===== src/rtl/block_ram_reader_pkg.sv =====
// Shared types and constants for the block_ram read DMA engine.
// RAM_READER_LOOP_EN (optional) enables continuous looping in block_ram_reader.
package block_ram_reader_pkg;

   typedef enum logic [1:0] {
      StIdle,
      StRun,
      StDrain
   } state_t;

   localparam int unsigned FIFO_DEPTH = 4;
   localparam int unsigned FIFO_PTR_W = $clog2(FIFO_DEPTH);
   localparam int unsigned FIFO_CNT_W = FIFO_PTR_W + 1;

endpackage


===== src/rtl/block_ram_reader_fifo.sv =====
// Small synchronous FIFO of {last, data} entries with occupancy count and flush.
// No RAM_READER_LOOP_EN dependency; the loop option lives in block_ram_reader.
module block_ram_reader_fifo
   import block_ram_reader_pkg::*;
#(
   parameter int unsigned data_width = 16
) (
   input  logic                  i_clock,
   input  logic                  i_reset,
   input  logic                  i_flush,
   input  logic                  i_wr_en,
   input  logic [data_width-1:0] i_wr_data,
   input  logic                  i_wr_last,
   input  logic                  i_rd_en,
   output logic                  o_valid,
   output logic [data_width-1:0] o_data,
   output logic                  o_last,
   output logic [FIFO_CNT_W-1:0] o_count
);

   logic [data_width:0]   r_mem [FIFO_DEPTH];
   logic [FIFO_PTR_W-1:0] r_wr_ptr;
   logic [FIFO_PTR_W-1:0] r_rd_ptr;
   logic [FIFO_CNT_W-1:0] r_count;
   logic                  w_rd;

   assign w_rd = i_rd_en && (r_count != '0);

   always_ff @(posedge i_clock) begin
      if (i_wr_en) begin
         r_mem[r_wr_ptr] <= {i_wr_last, i_wr_data};
      end
   end

   always_ff @(posedge i_clock) begin
      if (i_reset || i_flush) begin
         r_wr_ptr <= '0;
         r_rd_ptr <= '0;
         r_count  <= '0;
      end else begin
         if (i_wr_en) begin
            r_wr_ptr <= r_wr_ptr + FIFO_PTR_W'(1);
         end
         if (w_rd) begin
            r_rd_ptr <= r_rd_ptr + FIFO_PTR_W'(1);
         end
         case ({i_wr_en, w_rd})
            2'b10:   r_count <= r_count + FIFO_CNT_W'(1);
            2'b01:   r_count <= r_count - FIFO_CNT_W'(1);
            default: r_count <= r_count;
         endcase
      end
   end

   always_comb begin
      o_valid          = (r_count != '0);
      {o_last, o_data} = r_mem[r_rd_ptr];
      o_count          = r_count;
   end

endmodule


===== src/rtl/block_ram_reader.sv =====
// Read-side DMA for block_ram: issues reads, absorbs 1-cycle latency, streams words out.
// Define RAM_READER_LOOP_EN to add i_loop (repeat the transfer until stopped).
module block_ram_reader
   import block_ram_reader_pkg::*;
#(
   parameter int unsigned addr_width = 8,
   parameter int unsigned data_width = 16
) (
   input  logic                  i_clock,
   input  logic                  i_reset,
   input  logic                  i_start,
   input  logic [addr_width-1:0] i_base_addr,
   input  logic [addr_width:0]   i_length,
   input  logic                  i_stop,
`ifdef RAM_READER_LOOP_EN
   input  logic                  i_loop,
`endif
   output logic                  o_busy,
   output logic                  o_done,
   output logic [addr_width-1:0] o_ram_raddr,
   input  logic [data_width-1:0] i_ram_rdata,
   output logic                  o_out_valid,
   output logic [data_width-1:0] o_out_data,
   output logic                  o_out_last,
   input  logic                  i_out_ready
);

   state_t                r_state;
   state_t                w_state_next;
   logic [addr_width-1:0] r_addr, r_base, r_raddr, w_cur_addr, w_reload_addr;
   logic [addr_width:0]   r_remaining, r_length, w_cur_rem, w_reload_len;
   logic                  r_loop, w_cur_loop, w_loop_in;
   logic                  r_iss, r_iss_last, r_tag, r_tag_last, r_done;
   logic                  w_issue, w_issue_last, w_has_credit, w_flush, w_last_hs;
   logic                  w_fifo_last;
   logic [FIFO_CNT_W-1:0] w_fifo_count, w_credit_used;

`ifdef RAM_READER_LOOP_EN
   assign w_loop_in = i_loop;
`else
   assign w_loop_in = 1'b0;
`endif

   // Credits: words buffered plus reads still travelling through RAM and the tag stage.
   assign w_credit_used = w_fifo_count + FIFO_CNT_W'(r_iss) + FIFO_CNT_W'(r_tag);
   assign w_has_credit  = (w_credit_used < FIFO_CNT_W'(FIFO_DEPTH));

   always_comb begin
      w_cur_addr    = r_addr;
      w_cur_rem     = r_remaining;
      w_cur_loop    = r_loop;
      w_reload_addr = r_base;
      w_reload_len  = r_length;
      w_issue       = 1'b0;
      if (r_state == StIdle) begin
         w_cur_addr    = i_base_addr;
         w_cur_rem     = i_length;
         w_cur_loop    = w_loop_in;
         w_reload_addr = i_base_addr;
         w_reload_len  = i_length;
         w_issue       = i_start && (i_length != '0) && w_has_credit;
      end else if (r_state == StRun) begin
         w_issue = !i_stop && w_has_credit;
      end
      w_issue_last = (w_cur_rem == (addr_width + 1)'(1));
   end

   always_ff @(posedge i_clock) begin
      if (i_reset) begin
         r_state <= StIdle;
      end else begin
         r_state <= w_state_next;
      end
   end

   always_comb begin
      w_state_next = r_state;
      unique case (r_state)
         StIdle: begin
            if (w_issue) begin
               w_state_next = (w_issue_last && !w_cur_loop) ? StDrain : StRun;
            end
         end
         StRun: begin
            if (i_stop) begin
               w_state_next = StIdle;
            end else if (w_issue && w_issue_last && !w_cur_loop) begin
               w_state_next = StDrain;
            end
         end
         StDrain: begin
            if (i_stop || w_last_hs) begin
               w_state_next = StIdle;
            end
         end
         default: w_state_next = StIdle;
      endcase
   end

   always_comb begin
      o_busy      = (r_state != StIdle);
      o_done      = r_done;
      o_ram_raddr = r_raddr;
      o_out_last  = o_out_valid && w_fifo_last;
      w_flush     = i_stop && o_busy;
      w_last_hs   = o_out_valid && i_out_ready && o_out_last;
   end

   always_ff @(posedge i_clock) begin
      if (i_reset) begin
         r_addr      <= '0;
         r_base      <= '0;
         r_raddr     <= '0;
         r_remaining <= '0;
         r_length    <= '0;
         r_loop      <= 1'b0;
         r_iss       <= 1'b0;
         r_iss_last  <= 1'b0;
         r_tag       <= 1'b0;
         r_tag_last  <= 1'b0;
         r_done      <= 1'b0;
      end else begin
         r_done <= 1'b0;
         if (r_state == StIdle && i_start) begin
            r_base   <= i_base_addr;
            r_length <= i_length;
            r_loop   <= w_loop_in;
            if (i_length == '0) begin
               r_done <= 1'b1;
            end
         end
         if (r_state == StDrain && w_last_hs && !i_stop) begin
            r_done <= 1'b1;
         end
         if (w_issue) begin
            r_raddr <= w_cur_addr;
            if (w_issue_last) begin
               r_addr      <= w_reload_addr;
               r_remaining <= w_reload_len;
            end else begin
               r_addr      <= w_cur_addr + addr_width'(1);
               r_remaining <= w_cur_rem - (addr_width + 1)'(1);
            end
         end
         // Tags follow raddr through the RAM's read register so rdata is captured only for real reads.
         r_iss      <= w_issue;
         r_iss_last <= w_issue && w_issue_last;
         r_tag      <= r_iss && !w_flush;
         r_tag_last <= r_iss_last;
      end
   end

   block_ram_reader_fifo #(
      .data_width (data_width)
   ) u_fifo (
      .i_clock   (i_clock),
      .i_reset   (i_reset),
      .i_flush   (w_flush),
      .i_wr_en   (r_tag),
      .i_wr_data (i_ram_rdata),
      .i_wr_last (r_tag_last),
      .i_rd_en   (i_out_ready),
      .o_valid   (o_out_valid),
      .o_data    (o_out_data),
      .o_last    (w_fifo_last),
      .o_count   (w_fifo_count)
   );

endmodule

===== config.mk =====
export PLATFORM = sky130hd
export DESIGN_NAME = block_ram_reader
export DESIGN_NICKNAME = d
export VERILOG_FILES = /design/src/rtl/block_ram_reader_pkg.sv /design/src/rtl/block_ram_reader_fifo.sv /design/src/rtl/block_ram_reader.sv
export SDC_FILE = /design/constraint.sdc
export NUM_CORES = 1
export LEC_CHECK = 0
export CORE_MARGIN = 1.5
export CORE_UTILIZATION = 26
export CTS_BUF_LIST = sky130_fd_sc_hd__clkbuf_4
export DETAILED_ROUTE_END_ITERATION = 10
export HOLD_SLACK_MARGIN = 0.05
export RECOVER_POWER = 100
export SYNTH_ARGS = -nofsm -noshare
export SYNTH_HDL_FRONTEND = slang
export SYNTH_HIERARCHICAL = 1
export SYNTH_SLANG_ARGS = --single-unit

===== constraint.sdc =====
create_clock -name i_clock -period 3.1 [get_ports i_clock]
set_input_delay 0.465 -clock i_clock [delete_from_list [all_inputs] [get_ports i_clock]]
set_output_delay 0.465 -clock i_clock [all_outputs]
set_load 0.01 [all_outputs]

==> run_results.csv <==
group,metric,value,unit
global_routing,grt_use_total,0.124,
worst_setup_path,cp_max_fo,17,
floorplanning,ios,66,
final_layout,final_util,0.320,
final_layout,drive_gt1_frac,0.136,
logic_synthesis,synth_area_leaders,"edfxtp_1, dfxtp_1, nand2_1, a21oi_1, mux4_2",
floorplanning,initial_core_util,0.264,
clocking,hold_buffers,0,
floorplanning,die_x,155,um
worst_setup_path,cp-end-kind,"output port",
pwr,p_sw_frac,0.292,
worst_hold_path,hp-start,"r_length[4]",
floorplanning,core,22600,um2
logic_synthesis,synth_edf_count,68,
pwr,power_frac_comb,0.178,
timing,setup_viol,0,
timing,slew_headroom,-0.00953,
logic_synthesis,async_reset_ff_frac,0,
logic_synthesis,synth-seq-cells,126,
run_status,violations,"capacitance limit, slew limit",
clocking,cts_resized,0,
clocking,clkTransAtPathRegs,0.12,ns
routing,drtAntennaViolNets,0,
worst_setup_path,timing.rr.start,"r_state[1]",
floorplanning,die-area,23900,um2
timing,min_period,2.91,ns
routing,dr.pass1.iters,4,
timing,fin_tns_setup,0,ns
final_layout,fin_nets,640,
clocking,cts.sinks,126,
timing,fin_worst_skew,0.0194,ns
final_layout,multi_input_area,2520,um2
timing,clock.fmax,343,MHz
global_routing,overflow,0,
clocking,cts-buffers-inserted,17,
routing,drc_errors,0,
global_routing,grt_pass1_wl,22.7,mm
clocking,cts_tree,"done",
final_layout,syn_to_final_growth,21.0,%
job,max_cap_violations,1,
timing,worst_pin_slew,1.51,ns
worst_hold_path,hp-class,"register to register",
timing,rsz0062_at_grt,"no",
worst_setup_path,worstReg2RegEnd,"r_addr[2]",
place,io_buffers,65,
pwr,power.internal,2.73,mW
routing,vias,4311,
pwr,ir_worst_vdd,0.000227,V
worst_hold_path,worstHoldEndpoint,"r_length[4]",
clocking,cts_buffer_depth,2,
pwr,clkPwrFrac,0.328,
pwr,p_seq_frac,0.493,
place,hpwlAfterDp,9.36,mm
worst_hold_path,hold-path-cell-count,2,
timing,slew_viol_final,31,
pwr,power_density,534,nW/um2
logic_synthesis,syn_area,5970,um2
floorplanning,rows,55,
logic_synthesis,ys_top_cells_by_count,"nand2_1, edfxtp_1, dfxtp_1",
global_routing,grt_max_degree,31,
logic_synthesis,synth_most_common_cell,"nand2_1",
routing,wl,14.0,mm
worst_setup_path,cp.arrival,2.45,ns
pwr,leakagePower,2.43,nW
logic_synthesis,yosysTopAreaCell,"edfxtp_1",
logic_synthesis,synth_seq_area_share,0.537,
clocking,postCtsSetupRepairBufs,0,
global_routing,antenna_found_initial,1,
global_routing,grt_pass1_vias,4299,
logic_synthesis,ys_warn_count,6,
routing,vias_per_cell,4.84,
routing,drt_iter0_drc,232,
final_layout,seqCellArea,3200,um2
worst_setup_path,r2r_cells,11,
place,place.gp.congestion,0.834,
worst_setup_path,criticalPathCategory,"register to output port",
worst_setup_path,worst_ep_required_time,2.63,ns
timing,hold_violations,0,
logic_synthesis,syn-num-nets,567,
floorplanning,dieHeight,155,um
logic_synthesis,synth.distinct_cells,69,
logic_synthesis,synth_top_area_frac,0.342,
timing,period_share,0.940,
logic_synthesis,ys.flop_type,"edfxtp_1",
clocking,cts_max_level,4,
worst_setup_path,cp-start-kind,"register",
worst_setup_path,r2r_setup_slack,0.23,ns
logic_synthesis,syn_avg_cell_area,11.5,um2
routing,wire_per_inst,15.7,um
final_layout,final.fill_count,2335,
clocking,root_buffer,"clkbuf_4",
logic_synthesis,syn_inst,519,
pwr,p_sw,1.13,mW
run_status,status,"finished, violations left",
clocking,worstSkewPairLatency,0.55,ns
[flip-flops by register name (all words and copies together) (netlist names), named ones only]
signal,count
u_fifo/o_count,3
o_ram_raddr,8
r_tag_last,1
u_fifo/r_wr_ptr,2
r_remaining,9
r_iss_last,1
u_fifo/r_rd_ptr,2
r_addr,8
r_tag,1
u_fifo/r_mem,68
r_base,8
r_iss,1
r_length,9
o_done,1
r_state,2
[final cells by class]
| cell class | count | share of cell area |
|---|---|---|
| diodes | 1 | 0.000346 |
| clock buffers | 18 | 0.0187 |
| clock inverters | 14 | 0.0255 |
| inverters | 11 | 0.00572 |
| multi-input cells | 350 | 0.349 |
| flip-flops and latches | 126 | 0.443 |
| well taps | 285 | 0.0494 |
| repair buffers | 86 | 0.108 |
[cells by family (layout without fill, tap and decap cells)]
logic type,Yosys count,in the layout,synth area share
XOR/XNOR,17,17,0.0249
flip-flops,126,126,0.537
other,0,1,0
AO/OA/AOI/OAI,126,126,0.152
adder cells (fa/ha/maj),10,10,0.0222
AND/OR/NAND/NOR,175,175,0.147
multiplexers,22,22,0.0776
buffers and inverters,43,129,0.0396
[per-layer routing]
layer,track usage,up-vias,wire [um]
met5,0,-,0
met4,0.0440,0,231
met3,0.0415,18,808
met2,0.194,116,6340
met1,0.161,2089,6620
li1,-,2088,-
[layout by cell type, fill, tap and decap left out, types with 14 or more instances in the layout]
master           count
dlygate4sd3_1       40
nor2_1              31
edfxtp_1            68
clkdlybuf4s50_1     24
clkbuf_4            18
a21oi_1             47
dfxtp_1             58
o21ai_0             14
nand2_1             80
[worst max-delay path: stages, from the launching register on]
cell	delay [ns]
dfxtp_1	0.32
buf_4	0.30
mux4_1	0.64
and2_1	0.17
clkdlybuf4s50_1	0.47
[stage by stage]
stage / setup slack (ns) / hold WS [ns] / std cells / power [mW] / instance area [um2]
2_1_floorplan: 0.558 / 0.414 / 519 / 2.38 / 5970
3_3_place_gp: 0.111 / 0.439 / 858 / 2.66 / 6960
3_5_place_dp: 0.0943 / 0.444 / 858 / 2.66 / 6960
4_1_cts: 0.102 / 0.365 / 890 / 3.94 / 7280
5_1_grt: 0.0105 / 0.430 / 891 / 4.06 / 7220
6_report: 0.187 / 0.460 / 891 / 3.86 / 7220
[power groups by stage]
stage                     combinational, mW  clock [mW]  sequential, mW
after floorplan                       0.454           0            1.93
after global placement                0.717           0            1.94
after detailed placement              0.722           0            1.94
after CTS                             0.725        1.31            1.90
after global routing                  0.763        1.38            1.92
final                                 0.688        1.27            1.90
[how the worst max path moves through the flow]
stage	from	endpoint	slack, ns
5_1_grt	register	o_out_last	0.01
2_1_floorplan	r_state[1]	r_addr[1]	0.56
3_3_place_gp	i_length[2]	r_addr[5]	0.11
4_1_cts	register	o_out_last	0.10
6_report	register	o_out_last	0.19
3_5_place_dp	i_length[2]	r_addr[5]	0.09
Power figures use the tool's default switching activity.
==> patch 1: new RTL, config.mk and constraints unchanged <==
`FIFO_DEPTH`: 4 -> 2.
--- a/src/rtl/block_ram_reader_pkg.sv
+++ b/src/rtl/block_ram_reader_pkg.sv
@@ -9,5 +9,5 @@
    } state_t;
 
-   localparam int unsigned FIFO_DEPTH = 4;
+   localparam int unsigned FIFO_DEPTH = 2;
    localparam int unsigned FIFO_PTR_W = $clog2(FIFO_DEPTH);
    localparam int unsigned FIFO_CNT_W = FIFO_PTR_W + 1;
Formal check against the unedited RTL: not equivalent (Yosys sat finds a counterexample within 4 cycles, from zero or initial values and one cycle with i_reset high).
==> patch 1 against the original RTL <==
Routed wire length fell by 23%; sequential power fell by 28%; area after synthesis fell by 29%; first-iteration DRC count fell by 28%; synthesized cell count fell by 18%; power fell by 33%; design area fell by 28%; sequential cell count fell by 38; worst setup slack improved by 0.13 ns; worst hold slack got worse by 0.011 ns; global-route usage rose by 0.71 points; fmax rose by 4.6%; critical endpoint is now o_busy.
==> patch 1: results (changes against the original RTL) <==
| Metric | Value |
|---|---|
| Non-filler cells, final | 709 (-20%) |
| Routed met3 length | 766 um (-5.2%) |
| Largest net degree at the start of global routing | 29 (-6.5%) |
| Skew-Pair Late Insertion Delay | 0.46 ns (-0.09 ns) |
| Routability cong. | 0.844 (+1.2%) |
| Worst Hold Path EP | u_fifo/r_mem[0][16] |
| Placed cell area | 0.00511 sq mm (-27%) |
| Commonest cells in the netlist | 64 x nand2_1, 54 x dfxtp_1, 39 x a21oi_1 |
| DR WL met2 | 4850 um (-23%) |
| FF-to-FF path depth | 8 (-3) |
| Slowest cell delay on critical path | 0.67 ns (+0.03 ns) |
| Post-synth top flop | dfxtp_1 |
| Top cells by area, synth | dfxtp_1 26%, edfxtp_1 24%, nand2_1 5.7% |
| Reg-to-reg slack, setup | 0.36 ns (+0.13 ns) |
| Number of diodes | 0 (-1) |
| Dpl hpwl | 7570 um (-19%) |
| Worst-path clk slew | 0.15 ns (+0.03 ns) |
| Vias in the first global route | 3422 (-20%) |
| H-tree Lvls | 3 (-1) |
| Num CTS Buffers | 9 (-8) |
| Run status | finished clean |
| Clock root buffer | clkbuf_4 |
| Syn Inst Count | 424 (-18%) |
| WHS Path Cells | 0 (-2) |
| Wl on met1 | 4970 um (-25%) |
| Critical Path Sink | o_busy |
| Pre-CTS setup slack | 0.326 ns (+0.231 ns) |
| Cells after DPL | 693 (-19%) |
| Mapped Nets | 465 (-18%) |
| Drt initial violations | 166 (-28%) |
| WL final | 10800 um (-23%) |
| Slowest CP cell | clkdlybuf4s50_1 |
| LEAKAGE | 0.00183 uW (-25%) |
| Worst hold slack | 0.449 ns (-0.0111 ns) |
| Total GRT Usage | 13.1% (+0.71 points) |
| Slew margin rel. | 16.8% (+18 points) |
| EDFF count, synth | 34 (-50%) |
| CP max FO | 21 (+4) |
| Hold path start | r_tag_last |
| VDD IR-drop max | 0.000190 V (-16%) |
| Initial antenna violation count | 0 (-1) |
| DR pass1 iterations | 5 (+1) |
| DR vias/cell | 4.89 (+1.0%) |
| Skew final | 0.0125 ns (-0.00687 ns) |
| Post-synthesis sequential area ratio | 49.7% (-4.0 points) |
| Post-layout nets | 529 (-17%) |
==> patch 1: power groups by stage <==
stage	Combinational (uW)	Clock, uW	Sequential [uW]
floorplan	425	0	1370
global placement	644	0	1390
detailed placement	653	0	1390
CTS	658	656	1360
global route	687	693	1380
finish	620	620	1360
==> patch 1: cell type report <==
type	instances	area [sq um]
fill	1650	10700
sequential	88	2100
inverter	6	22.5
clock inverter	7	61.3
timing repair buffer	80	748
multi-input combinational	303	1920
tap	216	270
clock buffer	9	67.6
==> patch 1: cells by family (layout without fill, tap and decap cells) <==
kind of cell	Yosys count	in the layout	share of synthesized area, %
buffers and inverters	33	102	4.41
AO/OA/AOI/OAI	98	98	16.3
adder cells (fa/ha/maj)	3	3	0.887
multiplexers	22	22	5.85
AND/OR/NAND/NOR	159	159	18.6
flip-flops	88	88	49.7
XOR/XNOR	21	21	4.35
==> patch 1: per-layer routing <==
layer  GRT usage (%)  vias to the layer above
met5               0                        -
met4            6.46                        0
met3            3.14                       20
met2            21.4                      118
met1            16.4                     1657
li1                -                     1670
==> patch 2: new RTL, config.mk and constraints unchanged <==
Made on the original files. Re-encode `state_t` (3 states) as one-hot, 3 bits wide.
--- a/src/rtl/block_ram_reader_pkg.sv
+++ b/src/rtl/block_ram_reader_pkg.sv
@@ -3,8 +3,8 @@
 package block_ram_reader_pkg;
 
-   typedef enum logic [1:0] {
-      StIdle,
-      StRun,
-      StDrain
+   typedef enum logic [2:0] {
+      StIdle  = 3'b001,
+      StRun   = 3'b010,
+      StDrain = 3'b100
    } state_t;
 
Function: same outputs for any inputs over 4 cycles, from zero or initial values and one cycle with i_reset high; so few cycles prove little.
==> patch 2 against the original RTL <==
The run still ends with max-capacitance violations, max-slew violations left; non-clock buffer count up 1; register-to-register slack better by 0.06 ns; first-iteration DRC count down 19%; cell count is 0.45% lower; fmax is 0.49% higher; power rose by 11%; worst hold slack worse by 0.0047 ns; routed wire length is 5.4% lower; worst setup slack better by 0.014 ns; critical path type unchanged; sequential cell count is 1 higher; synthesized cell count unchanged; area after synthesis down 2.2%; design area shrank 1.8%.
==> patch 2: results (changes against the original RTL) <==
| Metric | Value |
|---|---|
| Run status | complete, but fails checks |
| Failing checks | max-capacitance violations, max-slew violations |
| Sw Pwr | 1370 uW (+21%) |
| Top cells by area, synth | edfxtp_1 35%, dfxtp_1 20%, nand2_1 5.1% |
| Via count | 4196 (-2.7%) |
| Wire per inst | 14.9 um (-5.0%) |
| Post-layout nets | 642 (+0.31%) |
| Met2 GRT Util | 18.8% (-0.60 points) |
| Fill count | 2277 (-2.5%) |
| Data arrival, critical path | 2.43 ns (-0.02 ns) |
| Yosys cell types | 61 (-12%) |
| Skew final | 0.0180 ns (-0.00139 ns) |
| VDD IR-drop max | 0.000213 V (-5.9%) |
| Share of cells above drive strength 1 | 11.0% (-2.5 points) |
| Vias in the first global route | 4109 (-4.4%) |
| WL final | 13200 um (-5.4%) |
| Skew-Pair Late Insertion Delay | 0.52 ns (-0.03 ns) |
| Global-route wire length before repair | 21500 um (-5.6%) |
| Largest net degree at the start of global routing | 37 (+19%) |
| Max-Cap Viols | 1 (unchanged) |
| Dpl hpwl | 9150 um (-2.2%) |
| Cells after DPL | 856 (-0.23%) |
| Total GRT Usage | 11.6% (-0.84 points) |
| Slew margin rel. | -11.5% (-11 points) |
| Worst hold slack | 0.456 ns (-0.00465 ns) |
| CP max FO | 11 (-6) |
| Fin. max-slew vios | 34 (+9.7%) |
| Routability cong. | 0.824 (-1.2%) |
| Drt initial violations | 188 (-19%) |
| Initial antenna violation count | 0 (-1) |
| Number of diodes | 0 (-1) |
| LEAKAGE | 0.00237 uW (-2.6%) |
[patch 2: per-layer routing]
metal | part of all wire, % | routed length, um
met1 | 47 | 6220
met4 | 0.82 | 108
met3 | 4.9 | 655
met2 | 47 | 6260
met5 | 0 | 0
[patch 2: final cells by class]
class	count	area [sq um]	area share [%]
inverter	10	37.5	0.529
tap	280	350	4.94
multi-input combinational	352	2370	33.5
sequential	127	3220	45.4
clock inverter	14	181	2.56
clock buffer	17	128	1.80
timing repair buffer	87	802	11.3
[patch 2: path summary, 6_finish.rpt]
check / startpoint / to / depth (start not counted)
worst max-delay path: flip-flop / o_out_last / 4
worst min-delay path: r_iss_last / r_tag_last / 1
worst max register to register: r_state[0] / r_remaining[4] / 8
worst min register to register: r_iss_last / r_tag_last / 1
[patch 2: metrics by stage]
stage                     instance area [sq um]  worst slack, ns
after detailed placement                   6820            0.368
final                                      7100            0.201
after global placement                     6820            0.358
after global routing                       7100           0.0440
after CTS                                  7130            0.109
after floorplan                            5840            0.528
[patch 2: logic make-up (layout without fill, tap and decap cells)]
group / Yosys count / after routing / synth area share (%)
flip-flops: 127 / 127 / 55.2
AND/OR/NAND/NOR: 208 / 208 / 17.1
multiplexers: 20 / 20 / 7.52
AO/OA/AOI/OAI: 97 / 97 / 11.7
XOR/XNOR: 18 / 18 / 2.70
adder cells (fa/ha/maj): 9 / 9 / 2.06
buffers and inverters: 40 / 128 / 3.77
[patch 2: power groups by stage]
stage / clock [uW] / combinational [uW] / sequential [uW]
final: 1220 / 1060 / 2010
after global routing: 1340 / 1180 / 2030
after CTS: 1260 / 1110 / 2010
after detailed placement: 0 / 1110 / 2050
after global placement: 0 / 1100 / 2050
after floorplan: 0 / 739 / 2020
